File: src/rtl/dmem_io_resp_pkg.sv
// dmem_io_resp_pkg
// Shared constants for the data-memory I/O responder: register offsets
// inside the 4 KiB window, CTRL bit positions and the window width.
package dmem_io_resp_pkg;

  localparam int IO_WIN_BITS = 12;

  localparam logic [IO_WIN_BITS-1:0] IO_SEG     = 12'h000;
  localparam logic [IO_WIN_BITS-1:0] IO_SCRATCH = 12'h004;
  localparam logic [IO_WIN_BITS-1:0] IO_COUNT   = 12'h008;
  localparam logic [IO_WIN_BITS-1:0] IO_CMP     = 12'h00C;
  localparam logic [IO_WIN_BITS-1:0] IO_CTRL    = 12'h010;

  localparam int CTRL_EN   = 0;
  localparam int CTRL_AUTO = 1;
  localparam int CTRL_IE   = 2;
  localparam int CTRL_FLAG = 3;

endpackage

File: src/rtl/dmem_io_timer.sv
// dmem_io_timer
// Prescaled compare timer: COUNT, CMP and CTRL registers, match detect and
// sticky FLAG with write-1-to-clear.
// Ports:
//   m_clock, p_reset            clock, async active-high reset
//   count_we, cmp_we, ctrl_we   one-cycle register write strobes
//   wdata                       write data from the bus
//   count, cmp, ctrl            register values for the read mux
//   timer_irq                   FLAG & IE
module dmem_io_timer
  import dmem_io_resp_pkg::*;
#(
  parameter int TIMER_DIV = 1
) (
  input  logic        m_clock,
  input  logic        p_reset,
  input  logic        count_we,
  input  logic        cmp_we,
  input  logic        ctrl_we,
  input  logic [31:0] wdata,
  output logic [31:0] count,
  output logic [31:0] cmp,
  output logic [31:0] ctrl,
  output logic        timer_irq
);

  localparam logic [31:0] DIV_LAST = 32'(TIMER_DIV - 1);

  logic [31:0] presc;
  logic        en, auto_rl, ie, flag;
  logic        tick, match;

  assign tick  = en && (presc == DIV_LAST);
  // Match looks at the pre-increment, pre-write COUNT.
  assign match = tick && (count == cmp);

  always_ff @(posedge m_clock or posedge p_reset) begin
    if (p_reset) begin
      presc   <= '0;
      count   <= '0;
      cmp     <= '0;
      en      <= 1'b0;
      auto_rl <= 1'b0;
      ie      <= 1'b0;
      flag    <= 1'b0;
    end else begin
      if (ctrl_we && !wdata[CTRL_EN])
        presc <= '0;
      else if (en)
        presc <= tick ? '0 : presc + 32'd1;

      // Software write beats increment and reload.
      if (count_we)
        count <= wdata;
      else if (tick)
        count <= (match && auto_rl) ? '0 : count + 32'd1;

      if (cmp_we)
        cmp <= wdata;

      if (ctrl_we) begin
        en      <= wdata[CTRL_EN];
        auto_rl <= wdata[CTRL_AUTO];
        ie      <= wdata[CTRL_IE];
      end

      // Hardware set wins over a same-cycle clear.
      if (match)
        flag <= 1'b1;
      else if (ctrl_we && wdata[CTRL_FLAG])
        flag <= 1'b0;
    end
  end

  assign ctrl      = {28'd0, flag, ie, auto_rl, en};
  assign timer_irq = flag & ie;

endmodule

File: src/rtl/dmem_io_resp.sv
// dmem_io_resp
// Memory-mapped I/O responder on the data-memory bus. Decodes a 4 KiB window
// at BASE_ADDR, returns read data one cycle after a hit read (read-before-
// write on simultaneous access) and holds SEG, SCRATCH and, when the macro
// DMEM_IO_TIMER_EN is defined, the compare timer registers.
// Ports:
//   m_clock, p_reset        clock, async active-high reset
//   dmem_read, dmem_write   bus strobes
//   daddr, wdata            byte address (word aligned), write data
//   rdata, io_hit           registered read data and hit flag
//   seg_data                SEG register
//   timer_irq               timer interrupt (0 without DMEM_IO_TIMER_EN)
module dmem_io_resp
  import dmem_io_resp_pkg::*;
#(
  parameter logic [31:0] BASE_ADDR = 32'hFFFF_F000,
  parameter int          TIMER_DIV = 1
) (
  input  logic        m_clock,
  input  logic        p_reset,
  input  logic        dmem_read,
  input  logic        dmem_write,
  input  logic [31:0] daddr,
  input  logic [31:0] wdata,
  output logic [31:0] rdata,
  output logic        io_hit,
  output logic [31:0] seg_data,
  output logic        timer_irq
);

  logic                   hit;
  logic [IO_WIN_BITS-1:0] off;
  logic                   wr;
  logic [31:0]            scratch;
  logic [31:0]            rd_val;
  logic [31:0]            tmr_count, tmr_cmp, tmr_ctrl;
  logic                   unused_addr_bits;

  assign hit = (daddr[31:IO_WIN_BITS] == BASE_ADDR[31:IO_WIN_BITS]);
  assign off = {daddr[IO_WIN_BITS-1:2], 2'b00};
  assign wr  = dmem_write && hit;
  assign unused_addr_bits = ^daddr[1:0];

`ifdef DMEM_IO_TIMER_EN
  dmem_io_timer #(.TIMER_DIV(TIMER_DIV)) u_timer (
    .m_clock  (m_clock),
    .p_reset  (p_reset),
    .count_we (wr && (off == IO_COUNT)),
    .cmp_we   (wr && (off == IO_CMP)),
    .ctrl_we  (wr && (off == IO_CTRL)),
    .wdata    (wdata),
    .count    (tmr_count),
    .cmp      (tmr_cmp),
    .ctrl     (tmr_ctrl),
    .timer_irq(timer_irq)
  );
`else
  localparam int unused_timer_div = TIMER_DIV;
  assign tmr_count = '0;
  assign tmr_cmp   = '0;
  assign tmr_ctrl  = '0;
  assign timer_irq = 1'b0;
`endif

  // Read mux sees current register values, giving read-before-write.
  always_comb begin
    rd_val = '0;
    case (off)
      IO_SEG:     rd_val = seg_data;
      IO_SCRATCH: rd_val = scratch;
      IO_COUNT:   rd_val = tmr_count;
      IO_CMP:     rd_val = tmr_cmp;
      IO_CTRL:    rd_val = tmr_ctrl;
      default:    rd_val = '0;
    endcase
  end

  always_ff @(posedge m_clock or posedge p_reset) begin
    if (p_reset) begin
      seg_data <= '0;
      scratch  <= '0;
      rdata    <= '0;
      io_hit   <= 1'b0;
    end else begin
      if (wr && (off == IO_SEG))
        seg_data <= wdata;
      if (wr && (off == IO_SCRATCH))
        scratch <= wdata;
      io_hit <= dmem_read && hit;
      rdata  <= (dmem_read && hit) ? rd_val : '0;
    end
  end

endmodule

File: config.mk
export PLATFORM = sky130hd
export DESIGN_NAME = dmem_io_resp
export DESIGN_NICKNAME = d
export VERILOG_FILES = /design/src/rtl/dmem_io_resp_pkg.sv /design/src/rtl/dmem_io_timer.sv /design/src/rtl/dmem_io_resp.sv
export SDC_FILE = /design/constraint.sdc
export NUM_CORES = 1
export LEC_CHECK = 0
export ABC_AREA = 1
export CORE_MARGIN = 8
export CORE_UTILIZATION = 43
export CTS_CLUSTER_DIAMETER = 200
export DETAILED_ROUTE_END_ITERATION = 12
export GPL_TIMING_DRIVEN = 0
export MAX_ROUTING_LAYER = met4
export PLACE_DENSITY = 0.77
export SKIP_CTS_REPAIR_TIMING = 1
export SYNTH_ARGS = -nofsm -noshare
export SYNTH_HDL_FRONTEND = slang
export SYNTH_SLANG_ARGS = --single-unit
File: constraint.sdc
create_clock -name m_clock -period 3.1 [get_ports m_clock]
set_clock_uncertainty 0.15 [all_clocks]
set_input_delay 0.62 -clock m_clock [delete_from_list [all_inputs] [get_ports m_clock]]
set_output_delay 0.62 -clock m_clock [all_outputs]
set_load 0.1 [all_outputs]
* Yosys cells after proc, flatten, opt, wreduce, memory -nomap -nowiden
Cells that the tools add are included.
Widths: inputs -> output; s select.
** Word-level totals
- Register bits :: 97
- Word-level logic and storage cells :: 13
- Input bits :: 68
- Output and inout port bits :: 66
** Operators by class
- Reduce and logical (&&, ||, !) cells :: 5
- Equality and inequality tests :: 2
- Muxes and demuxes :: 2
** Operators with widths (count)
- $pmux 32 s2 :: 1
- $mux 32 :: 1
- $eq 20x20->1 const B :: 1
- $logic_not 12->1 :: 1
- $eq 10x1->1 const B :: 1
- $logic_and 1x1->1 :: 4

* Longest topological paths before layout
Gate-level depths: netlist (run 1).
- Depth after elaboration :: 3
- Mapped depth :: 11
- Mapped depth without buffers :: 9

* Least setup slack after synthesis (run 1)
Ideal clock, no wire load.
- Path kind :: in2reg
- Start point :: input port daddr[9]
- End point :: register rdata[24]
- Arrival :: 1.491 ns
- Required time :: 2.887 ns
- Path buffers :: 2
- Stages on the path :: 11
- Setup time :: 0.063 ns
- Path slack :: 1.397 ns
- Cells stage by stage :: inv_1 -> nand2_1 -> nor2_1 -> nand2_1 -> nor2_2 -> buf_4 -> buf_6 -> nand2_1 -> nand2_1 -> nand2_1 -> inv_1
** On the way
- Longest elaborated chain between the ends :: 3
- Elaborated cells on any way between the ends :: 4
- Those cells by class :: 1 x eq/ne; 2 x mux; 1 x reduce/logical
** Ends and longest elaborated chain
- start: declaration :: line dmem_io_resp.sv:23 : input logic [31:0] daddr,
- $eq 10x1->1 / $logic_not 12->1 (equally long branches) :: line dmem_io_resp.sv:68 : case (off)
- $pmux 32 s2 (*) :: line dmem_io_resp.sv:68
- $mux 32 (*) :: line dmem_io_resp.sv:90 : rdata <= (dmem_read && hit) ? rd_val : '0;
- end signal: assignment :: line dmem_io_resp.sv:90
- end: declaration :: line dmem_io_resp.sv:25 : output logic [31:0] rdata,
Every way passes the cells marked *; elsewhere a longest branch is shown, timed or not.
A chain may end at the register's enable or synchronous reset.

* Worst setup path in the final report (run 1)
- Start point :: register seg_data[7]
- End point :: output port seg_data[7]
** RTL lines
- start: declaration :: line dmem_io_resp.sv:27 : output logic [31:0] seg_data,
- start signal: assignment :: line dmem_io_resp.sv:86 : seg_data <= wdata;
No word-level cell between the ends.

==> impl_metrics.py, run 1 <==
metrics = {
    "global_routing": {
        "grt_pass1_wl_um": 19700,
        "grt.overflow.total": 0,
        "grt_pass1_vias": 3971,
        "grt_use_total": 0.178,
        "antenna_found_initial": 0,
        "grt_start_max_net_pins": 42,
    },
    "placed_design": {
        "io_buffers": 130,
        "place_inst": 796,
        "gp_congestion": 0.869,
        "place_worst_setup_slack_ps": 659,
        "hpwl_um": 8760,
    },
    "die": {
        "die-area_mm2": 0.0138,
        "ios": 134,
        "die_x_um": 117,
        "core_area_mm2": 0.0101,
        "rows": 37,
        "die_h_um": 117,
        "start_util": 0.436,
    },
    "timing": {
        "worstMarginPinSlew_ps": 993,
        "rsz0062_at_grt": "false",
        "slew_headroom": 0.336,
        "setup_tns_ps": 0,
        "slew_viol_final": 0,
        "setup_viol": 0,
        "fin_ws_ps": 363,
        "final_hold_viol_count": 0,
        "finalCritPeriodShare": 0.883,
        "hold_ws_ps": 328,
        "period_needed_ps": 2740,
        "maxClockFrequency_mhz": 365,
    },
    "critical_path": {
        "path_cells": "clkdlybuf4s50_1",
        "slowest_delay_ps": 1170,
        "path_buf_inv": 1,
        "cp.required_ps": 2330,
        "cp_top_family": "buffers and inverters",
        "crit_path_end_kind": "output pin",
        "crit_fanout": 3,
        "crit_type": "flop to output pin",
        "regToRegStartpoint": "seg_data[7]",
        "worst_setup_path_start_kind": "flop",
        "crit_path_top_delay_cell": "clkdlybuf4s50_1",
        "crit_arrival_ps": 1970,
        "critPathLaunch": "seg_data[7]",
    },
    "clocking": {
        "numCtsBuffers": 9,
        "root_buffer": "clkbuf_8",
        "cts_tree": "yes",
        "clkSlewWorstSetupHoldPaths_ps": 90,
        "htreeDepth": 3,
        "cts_sinks": 97,
        "cts_buffer_depth": 2,
        "insertion_delay_ps": 370,
    },
    "pwr": {
        "vdd_drop_max_v": 0.000176,
        "total_power_w": 0.00241,
        "p_leak_nw": 3.35,
        "pwr_density_cell_mw_per_mm2": 390,
    },
    "detailed_routing": {
        "dr_total_vias": 3876,
        "drtAntennaViolNets": 0,
        "dr.pass1.iters": 5,
        "wl_per_cell_um": 14.5,
        "first_iter_violations": 252,
        "post_drt_via_cell_ratio": 4.77,
        "wirelength_um": 11700,
        "drcViolationCount": 0,
    },
    "final_layout": {
        "area_growth_pct": 39.8,
        "drive_gt1_frac": 0.0873,
        "nets": 739,
        "final_cell_count_no_fill": 812,
        "antenna_cells": 0,
        "fillers": 847,
    },
    "synthesis": {
        "synthTopCellsByArea": "dfrtp_1 55%, nand2_1 23%, nand4_1 9.1%",
        "synth_most_common_cell": "nand2_1",
        "avgSynthCellArea_um2": 8.36,
        "async_flop_share": 1.00,
        "ys_seq_area_frac": 0.550,
        "synth_top_area_cell": "dfrtp_1",
        "synthesis.nets": 596,
        "synthTopCellsByCount": "273 x nand2_1, 97 x dfrtp_1, 64 x nand4_1",
        "synth_top_area_frac": 0.550,
        "synth_cells": 528,
        "yosys_warnings": 0,
        "synth_cell_types": 14,
        "syn_area_mm2": 0.00442,
        "synth_edf_count": 0,
        "ys_ff_latch": 97,
        "ys.flop_type": "dfrtp_1",
    },
    "job": {
        "maxCapViolCount": 0,
    },
    "hold_path": {
        "hp-start": "scratch[8]",
        "hp-class": "flop to flop",
    },
    "status": {
        "status": "completed",
    },
}
cell usage in the layout, fill, tap and decap left out, drive strengths merged:
cell / Yosys / routed
bufinv: 0 / 3
nor2: 11 / 11
clkinvlp: 0 / 2
nand4: 64 / 64
inv: 40 / 40
nand3: 3 / 3
clkinv: 0 / 1
dfrtp: 97 / 97
nor3b: 1 / 1
clkbuf: 6 / 16
clkdlybuf4s50: 0 / 130
conb: 1 / 1
buf: 32 / 34
nand2: 273 / 273
cell type report:
type	instances	area, um2	share of cell area
clock inverters	6	115	0.0186
clock buffers	10	128	0.0207
multi-input cells	353	1540	0.249
flip-flops and latches	97	2430	0.393
plain buffers	38	302	0.0488
repair buffers	132	1340	0.217
well taps	136	170	0.0276
inverters	40	154	0.0249
stage by stage:
step	cell area, um2	util
4_1_cts	6170	0.609
3_3_place_gp	5890	0.581
5_1_grt	6170	0.609
2_1_floorplan	4420	-
3_5_place_dp	5930	0.585
6_report	6170	0.609
state kept, by name (all words and copies together), names as in the netlist:
register	flops
seg_data	32
rdata	32
scratch	32
io_hit	1
report_power, final:
| group | leakage [nW] | internal, W | total [W] | switching, W |
|---|---|---|---|---|
| clock | 0.117 | 0.000540 | 0.000988 | 0.000447 |
| sequential | 1.36 | 0.00126 | 0.00126 | 0.0000000000250 |
| combinational | 1.88 | 0.0000842 | 0.000155 | 0.0000709 |
kinds of logic (layout without fill, tap and decap cells):
logic type / count (synthesis) / in the layout / share of synthesized area
AND/OR/NAND/NOR: 352 / 352 / 0.347
flip-flops: 97 / 97 / 0.550
buffers and inverters: 78 / 226 / 0.102
other: 1 / 1 / 0.000849
worst register-to-register path: cells and delay by family, from the launching register on:
family | cells | cell delay [ps]
buf+inv | 1 | 40
flops | 1 | 440
simple gates | 3 | 200
routing by layer:
metal  vias up  track usage  wire [um]
met4         0       0.0576        128
met2       134        0.285       5700
met1      1790        0.222       5290
li1       1944            -          -
met3         8       0.0369        614
met5         -            -          0
path summary, 6_finish.rpt:
path,endpoint,slack (ps),cells after the start
max in group asynchronous,seg_data[29],1610,4
worst max-delay path,seg_data[7],360,1
worst min register to register,scratch[8],330,2
worst max register to register,rdata[7],2170,4
worst min-delay path,scratch[8],330,2
min in group asynchronous,seg_data[12],420,2
No activity file was read; power rests on OpenSTA's default activity.
==> run 2, diff against run 1 <==
Settings changed: CORE_UTILIZATION 43 to 25, HOLD_SLACK_MARGIN from default to 0.02, PLACE_DENSITY 0.77 to default.
==> impl_metrics.py, run 2 (synthesis results as in run 1) <==
metrics = {
    "global_routing": {
        "grt_start_max_net_pins": 41,
        "grt_pass1_vias": 3821,
        "grt_pass1_wl_um": 21400,
        "antenna_found_initial": 0,
        "grt.overflow.total": 0,
        "grt_use_total": 0.129,
    },
    "final_layout": {
        "antenna_cells": 0,
        "most-common-layout-cells": "273 x nand2_1, 130 x clkdlybuf4s50_1, 97 x dfrtp_1",
        "nets": 739,
        "drive_gt1_frac": 0.0888,
        "area_growth_pct": 43.2,
        "fin_util": 0.365,
        "layout_commonest_cell": "nand2_1",
        "biggestRegsByFlops": "rdata (32), scratch (32), seg_data (32)",
        "fillers": 1877,
        "final_cell_count_no_fill": 901,
    },
    "critical_path": {
        "reg2regPathDepth": 4,
        "crit_fanout": 3,
        "worst_setup_path_start_kind": "flop",
        "reg2reg_slack_ps": 2180,
        "crit_path_end_kind": "output pin",
        "regToRegStartpoint": "seg_data[20]",
        "slowest_delay_ps": 1190,
        "r2r_end": "rdata[20]",
        "crit_path_top_delay_cell": "clkdlybuf4s50_1",
        "path_buf_inv": 1,
        "crit_arrival_ps": 1960,
        "crit_type": "flop to output pin",
        "cp_top_family": "buffers and inverters",
        "path_cells": "clkdlybuf4s50_1",
        "cp.required_ps": 2330,
    },
    "clocking": {
        "insertion_delay_ps": 360,
        "root_buffer": "clkbuf_16",
        "cts_buffer_depth": 2,
        "numCtsBuffers": 9,
        "htreeDepth": 3,
        "clkSlewWorstSetupHoldPaths_ps": 70,
        "cts_sinks": 97,
        "cts_tree": "yes",
    },
    "die": {
        "die_h_um": 149,
        "core_area_mm2": 0.0173,
        "ios": 134,
        "start_util": 0.255,
        "die_x_um": 149,
        "die-area_mm2": 0.0222,
        "rows": 48,
    },
    "timing": {
        "slew_viol_final": 0,
        "hold_ws_ps": 323,
        "final_hold_viol_count": 0,
        "period_needed_ps": 2730,
        "maxClockFrequency_mhz": 367,
        "setup_viol": 0,
        "worstMarginPinSlew_ps": 1020,
        "setup_tns_ps": 0,
        "fin_ws_ps": 372,
        "finalCritPeriodShare": 0.880,
        "rsz0062_at_grt": "false",
        "slew_headroom": 0.318,
    },
    "pwr": {
        "intPower_w": 0.00192,
        "pwr_density_cell_mw_per_mm2": 395,
        "p_seq_frac": 0.507,
        "vdd_drop_max_v": 0.000244,
        "p_sw_frac": 0.232,
        "p_comb_frac": 0.063,
        "p_leak_nw": 3.37,
        "netSwitchingPower_w": 0.000580,
        "pwr-share-clk": 0.431,
    },
    "status": {
        "status": "completed",
    },
    "detailed_routing": {
        "drtAntennaViolNets": 0,
        "drcViolationCount": 0,
        "dr_total_vias": 3831,
        "wirelength_um": 13800,
        "post_drt_via_cell_ratio": 4.25,
        "wl_per_cell_um": 15.3,
        "first_iter_violations": 273,
        "dr.pass1.iters": 5,
    },
    "hold_path": {
        "min_to": "scratch[15]",
        "hp-start": "scratch[15]",
        "hold_depth": 2,
        "hp-class": "flop to flop",
    },
    "placed_design": {
        "gp_congestion": 0.780,
        "place_inst": 885,
        "hpwl_um": 10100,
        "io_buffers": 130,
        "place_worst_setup_slack_ps": 555,
    },
    "job": {
        "maxCapViolCount": 0,
    },
}
run 2: cell count changes in the layout (fill, tap and decap cells not counted), moves of 3 or more:
cell and change:
clkinv_2 +3, clkbuf_16 +9, bufinv_16 -3, clkbuf_8 -8
run 2: area by class of cell:
type	instances	area [um2]	share of cell area
plain buffers	38	302	0.0477
clock buffers	10	239	0.0378
clock inverters	6	40.0	0.00633
inverters	40	154	0.0243
multi-input cells	353	1540	0.243
flip-flops and latches	97	2430	0.384
well taps	225	282	0.0445
repair buffers	132	1340	0.212
run 2: per-stage QoR:
stage	area, um2	power [W]
after floorplan	4420	0.00133
after global routing	6320	0.00259
after CTS	6320	0.00254
after global placement	6000	0.00144
final	6320	0.00250
after detailed placement	6040	0.00145
run 2: worst max-delay path by stage:
stage / end / cells after the start / startpoint / slack (ps)
after floorplan: io_hit / 1 / p_reset / 1180
after global placement: io_hit / 2 / p_reset / 60
after detailed placement: scratch[19] / 5 / dmem_write / 560
after CTS: seg_data[30] / 1 / seg_data[30] / 350
after global routing: seg_data[30] / 1 / seg_data[30] / 300
final: seg_data[30] / 1 / seg_data[30] / 370
run 2: tightest hold or removal path: cells and delay by family (launching register included):
family | cells | cell delay, ps
DFF | 1 | 340
and+or+nand+nor | 2 | 110
run 2: layer usage:
| layer | routed length (um) | GRT usage | vias up |
|---|---|---|---|
| met5 | 0 | - | - |
| met1 | 6360 | 0.163 | 1772 |
| met4 | 262 | 0.0535 | 0 |
| met2 | 6550 | 0.199 | 98 |
| met3 | 592 | 0.0249 | 18 |
| li1 | - | - | 1943 |
run 2: power by group through the flow:
stage / clock network [W] / registers (W) / logic, W
6_report: 0.00108 / 0.00126 / 0.000156
3_5_place_dp: 0 / 0.00129 / 0.000159
2_1_floorplan: 0 / 0.00129 / 0.0000451
5_1_grt: 0.00116 / 0.00126 / 0.000170
4_1_cts: 0.00111 / 0.00126 / 0.000159
3_3_place_gp: 0 / 0.00129 / 0.000152
==> run 3, diff against run 2 <==
Settings changed: ABC_AREA 1 to 0.
==> impl_metrics.py, run 3 <==
metrics = {
    "job": {
        "maxCapViolCount": 0,
    },
    "timing": {
        "slew_headroom": 0.288,
        "finalCritPeriodShare": 0.887,
        "hold_ws_ps": 356,
        "period_needed_ps": 2750,
        "slew_viol_final": 0,
        "worstMarginPinSlew_ps": 1060,
        "setup_viol": 0,
        "maxClockFrequency_mhz": 364,
        "final_hold_viol_count": 0,
        "rsz0062_at_grt": "false",
    },
    "status": {
        "status": "completed",
    },
    "final_layout": {
        "fillers": 1437,
        "layout_commonest_cell": "clkdlybuf4s50_1",
        "most-common-layout-cells": "129 x clkdlybuf4s50_1, 97 x dfrtp_1, 60 x mux2_2",
        "register_area_mm2": 0.00243,
        "nets": 469,
        "multi_input_area_mm2": 0.00131,
        "biggestRegsByFlops": "rdata (32), scratch (32), seg_data (32)",
        "antenna_cells": 0,
        "drive_gt1_frac": 0.227,
        "area_growth_pct": 48.5,
    },
    "clocking": {
        "cts_buffer_depth": 2,
        "insertion_delay_ps": 340,
        "root_buffer": "clkbuf_16",
        "cts_tree": "yes",
        "numCtsBuffers": 9,
        "cts_sinks": 97,
        "clkSlewWorstSetupHoldPaths_ps": 60,
        "htreeDepth": 3,
    },
    "pwr": {
        "pwr_density_cell_mw_per_mm2": 442,
        "total_power_w": 0.00253,
        "p_leak_nw": 2.66,
        "vdd_drop_max_v": 0.000310,
    },
    "critical_path": {
        "worst_setup_path_start_kind": "primary input",
        "crit_fanout": 10,
        "slowest_delay_ps": 570,
        "crit_path_end_kind": "flop",
        "reg2reg_slack_ps": 2150,
        "path_cells": "clkdlybuf4s50_1 -> or4_1 -> nor4_4 -> nand4_1 -> clkbuf_1 -> nor2_1",
        "regToRegStartpoint": "seg_data[13]",
        "crit_type": "primary input to flop",
        "r2r_end": "seg_data[13]",
        "reg2regPathDepth": 1,
        "crit_arrival_ps": 2860,
        "crit_path_top_delay_cell": "or4_1",
        "cp.required_ps": 3210,
    },
    "detailed_routing": {
        "dr.pass1.iters": 3,
        "first_iter_violations": 96,
        "post_drt_via_cell_ratio": 4.38,
        "drtAntennaViolNets": 0,
        "wl_per_cell_um": 16.8,
        "wirelength_um": 9970,
        "drcViolationCount": 0,
        "dr_total_vias": 2600,
    },
    "global_routing": {
        "antenna_found_initial": 0,
        "grt_start_max_net_pins": 44,
        "grt_pass1_wl_um": 15600,
        "grt_use_total": 0.106,
        "grt.overflow.total": 0,
        "grt_pass1_vias": 2878,
    },
    "synthesis": {
        "synthesis.nets": 327,
        "async_flop_share": 1.00,
        "synth_top_area_cell": "dfrtp_1",
        "synth_cell_types": 20,
        "ys_seq_area_frac": 0.631,
        "ys.flop_type": "dfrtp_1",
        "synthTopCellsByCount": "97 x dfrtp_1, 60 x mux2_2, 34 x nor2_1",
        "synth_edf_count": 0,
        "synth_top_area_frac": 0.631,
        "syn_area_mm2": 0.00385,
        "ys_ff_latch": 97,
        "synth_cells": 259,
        "avgSynthCellArea_um2": 14.9,
        "synthTopCellsByArea": "dfrtp_1 63%, mux2_2 18%, mux2i_1 8.3%",
        "yosys_warnings": 0,
        "synth_most_common_cell": "dfrtp_1",
    },
    "placed_design": {
        "io_buffers": 129,
        "gp_congestion": 0.763,
        "hpwl_um": 7450,
    },
    "die": {
        "core_area_mm2": 0.0151,
        "die_x_um": 140,
        "die-area_mm2": 0.0196,
        "rows": 45,
        "die_h_um": 140,
        "ios": 134,
        "start_util": 0.254,
    },
    "hold_path": {
        "hp-start": "scratch[23]",
        "min_to": "scratch[23]",
        "hp-class": "flop to flop",
        "hold_depth": 1,
    },
}
-- run 3: report_power, final --
| part | internal, W | switching (W) |
|---|---|---|
| clock | 0.000630 | 0.000479 |
| sequential | 0.00127 | 0.0000000000232 |
| combinational | 0.0000888 | 0.0000636 |
| total | 0.00198 | 0.000543 |
-- run 3: critical path, delay by kind of cell --
kind	cells	cell delay [ps]
buffers and inverters	2	800
and+or+nand+nor	4	1450
-- run 3: final cells by class --
cell class / count / area share
Buffer: 14 / 0.0177
Inverter: 1 / 0.00131
Clock inverter: 6 / 0.0116
Tap cell: 188 / 0.0412
Timing Repair Buffer: 131 / 0.233
Clock buffer: 10 / 0.0401
Multi-Input combinational cell: 147 / 0.230
Sequential cell: 97 / 0.425
-- run 3: kinds of logic after synthesis --
| family | synth area share |
|---|---|
| DFF | 0.631 |
| buffers and inverters | 0.0273 |
| and+or+nand+nor | 0.0660 |
| muxes | 0.275 |
| other | 0.000975 |
-- run 3: how the worst max path moves through the flow --
stage | from | to | cells past startpoint
after floorplan | daddr[7] | seg_data[29] | 5
after global placement | daddr[7] | rdata[19] | 6
after detailed placement | daddr[7] | rdata[13] | 6
after CTS | daddr[7] | rdata[19] | 6
after global routing | daddr[7] | rdata[19] | 6
final | daddr[7] | rdata[19] | 6
-- run 3: metal layers --
metal,track usage,vias to the layer above,part of all wire
li1,-,1185,-
met1,0.118,1328,0.43
met2,0.175,77,0.50
met3,0.0360,10,0.056
met4,0.0360,0,0.013
met5,-,-,0
-- run 3: through the flow --
| step | instances | setup TNS, ps | setup WS (ps) | utilization | cell area [um2] |
|---|---|---|---|---|---|
| finish | 594 | 0 | 350 | 0.377 | 5710 |
| floorplan | 259 | 0 | 662 | - | 3850 |
| global route | 594 | 0 | 194 | 0.377 | 5710 |
| global placement | 576 | -507 | -61.8 | 0.355 | 5380 |
| detailed placement | 578 | -929 | -87.7 | 0.358 | 5420 |
| CTS | 594 | 0 | 268 | 0.377 | 5710 |
==> variant, RTL diff (config.mk and constraints of run 2) <==
The package constant `IO_WIN_BITS` goes from 12 to 16.
--- a/src/rtl/dmem_io_resp_pkg.sv
+++ b/src/rtl/dmem_io_resp_pkg.sv
@@ -5,3 +5,3 @@
 
-  localparam int IO_WIN_BITS = 12;
+  localparam int IO_WIN_BITS = 16;
 
Check against the original RTL: not equivalent (a bounded check fails within 4 cycles, from zero or initial values and one cycle with p_reset high).
==> variant against run 2 <==
  * Final area increased by 0.97%
  * Area after synthesis is essentially flat
  * Sequential power about the same
  * Sequential cell count stayed put
  * Global-route usage grew 1.2 points
  * Non-clock buffer count grew 6
  * Core utilization increased by 0.35 points
  * Setup slack improved by 0.018 ns
  * Count of clock-buffer cells in the layout grew 1
  * Wire length increased by 8.3%
  * Power up 8.5%
  * Critical path type unchanged
  * Largest cell class unchanged
==> variant: results (changes against run 2) <==
SYNTH
------------------------------------------------------------------------------------
Post-synthesis average cell area                                           9.07 um^2   +8.5%
Most instantiated cells after synthesis                                 sky130_fd_sc_hd__nand2_1, sky130_fd_sc_hd__dfrtp_1, sky130_fd_sc_hd__nand4_1, sky130_fd_sc_hd__nand3_1, sky130_fd_sc_hd__a21oi_1
Number of library cell types mapped by synthesis                                  19   +5
Nets in the synthesized netlist                                                  555   -6.9%
Sequential element share of the synthesized area                               54.9%   about the same

CRITICAL PATH
------------------------------------------------------------------------------------
Crit Reg-Reg Startpoint                                                 seg_data[14]
Arr. time, crit path                                                         1.94 ns   -0.02 ns
Flop-to-flop setup slack                                                     2.12 ns   -0.06 ns
Stage delay of the slowest cell on the critical path                         1.17 ns   -0.02 ns
Count of cells along the worst register-to-register path                           2   -2

PWR
------------------------------------------------------------------------------------
Peak VDD IR                                                                 0.271 mV   +11%
Leakage power total                                                       0.00288 uW   -15%
Switching part of the total power                                              22.2%   -1.1 points

PLACEMENT
------------------------------------------------------------------------------------
Number of cells in the design after placement                                    844   -4.6%
Final HPWL from detailed placement                                         10,900 um   +8.3%
Weighted congestion at the end of routability-driven global placement          0.772   -1.1%

STATUS
------------------------------------------------------------------------------------
Outcome                                                                    completed

GLOBAL ROUTING
------------------------------------------------------------------------------------
Number of global-route vias before repair                                      4,278   +12%
M1 GR Usage                                                                    17.5%   +1.2 points
GR Layer Usage met3                                                            3.64%   +1.2 points
Wire length of the first global-routing pass                               23,700 um   +11%
Overall track demand over capacity in global routing                           14.1%   +1.2 points
Maximum number of pins on one net before global-route repair                      42   +2.4%

ROUTE
------------------------------------------------------------------------------------
Via/cell ratio                                                                  4.74   +11%
Iter 0 DRT Violations                                                            307   +12%
Via total after detailed routing                                               4,073   +6.3%
Routed length on met3                                                         892 um   +51%
Routed met2 length                                                           7200 um   +10%
Met1 routed wirelength after detailed routing                                6590 um   +3.7%
First drt pass iteration count                                                     4   -1
Total wire length after detailed routing                                   14,900 um   +8.3%

TIMING
------------------------------------------------------------------------------------
Worst Tran Pin Value                                                         1.04 ns   +0.0232 ns

CLOCK NETWORK
------------------------------------------------------------------------------------
Longest Clk Path Bufs                                                              2   unchanged

FINAL LAYOUT
------------------------------------------------------------------------------------
Proportion of layout cells with a drive suffix above 1                         12.0%   +3.1 points

MIN PATH
------------------------------------------------------------------------------------
Launch point of the worst hold path                                       scratch[1]

[variant: stage by stage]
| step | utilization (%) | power, uW | setup WS, ns | area, um^2 | hold WS (ns) |
|---|---|---|---|---|---|
| finish | 36.9 | 2710 | 0.389 | 6380 | 0.322 |
| global route | 36.9 | 2790 | 0.355 | 6380 | 0.348 |
| CTS | 36.9 | 2730 | 0.381 | 6380 | 0.325 |
| detailed placement | 34.9 | 1470 | 0.584 | 6040 | 0.309 |
| global placement | 34.7 | 1460 | 0.0862 | 6000 | 0.304 |
| floorplan | - | 1350 | 1.18 | 4420 | 0.292 |
[variant: power by group through the flow]
stage / logic [uW] / registers (uW) / clock network [uW]
floorplan: 59.5 / 1290 / 0
global placement: 175 / 1290 / 0
detailed placement: 182 / 1290 / 0
CTS: 183 / 1260 / 1280
global route: 197 / 1260 / 1330
finish: 180 / 1260 / 1260
[variant: area by class of cell]
class / instances / area (um^2) / area share [%]
inverters: 11 / 45.0 / 0.706
clock buffers: 11 / 253 / 3.96
repair buffers: 132 / 1340 / 21.0
clock inverters: 5 / 85.1 / 1.33
well taps: 225 / 282 / 4.41
multi-input cells: 335 / 1690 / 26.4
plain buffers: 44 / 262 / 4.10
flip-flops and latches: 97 / 2430 / 38.0
[variant: cell families (layout without fill, tap and decap cells)]
kind of cell	count (synthesis)	count (layout)	synth area share, %
and+or+nand+nor	302	302	34.5
DFF	97	97	54.9
other	1	1	0.0849
AOI/OAI and AO/OA	32	32	3.62
buffers and inverters	55	203	6.85
[variant: how the worst min path moves through the flow]
stage	end	depth (start not counted)	slack, ns
global placement	scratch[22]	2	0.30
global route	scratch[20]	2	0.35
detailed placement	scratch[3]	2	0.31
floorplan	scratch[9]	2	0.29
CTS	scratch[3]	2	0.33
finish	scratch[1]	2	0.32
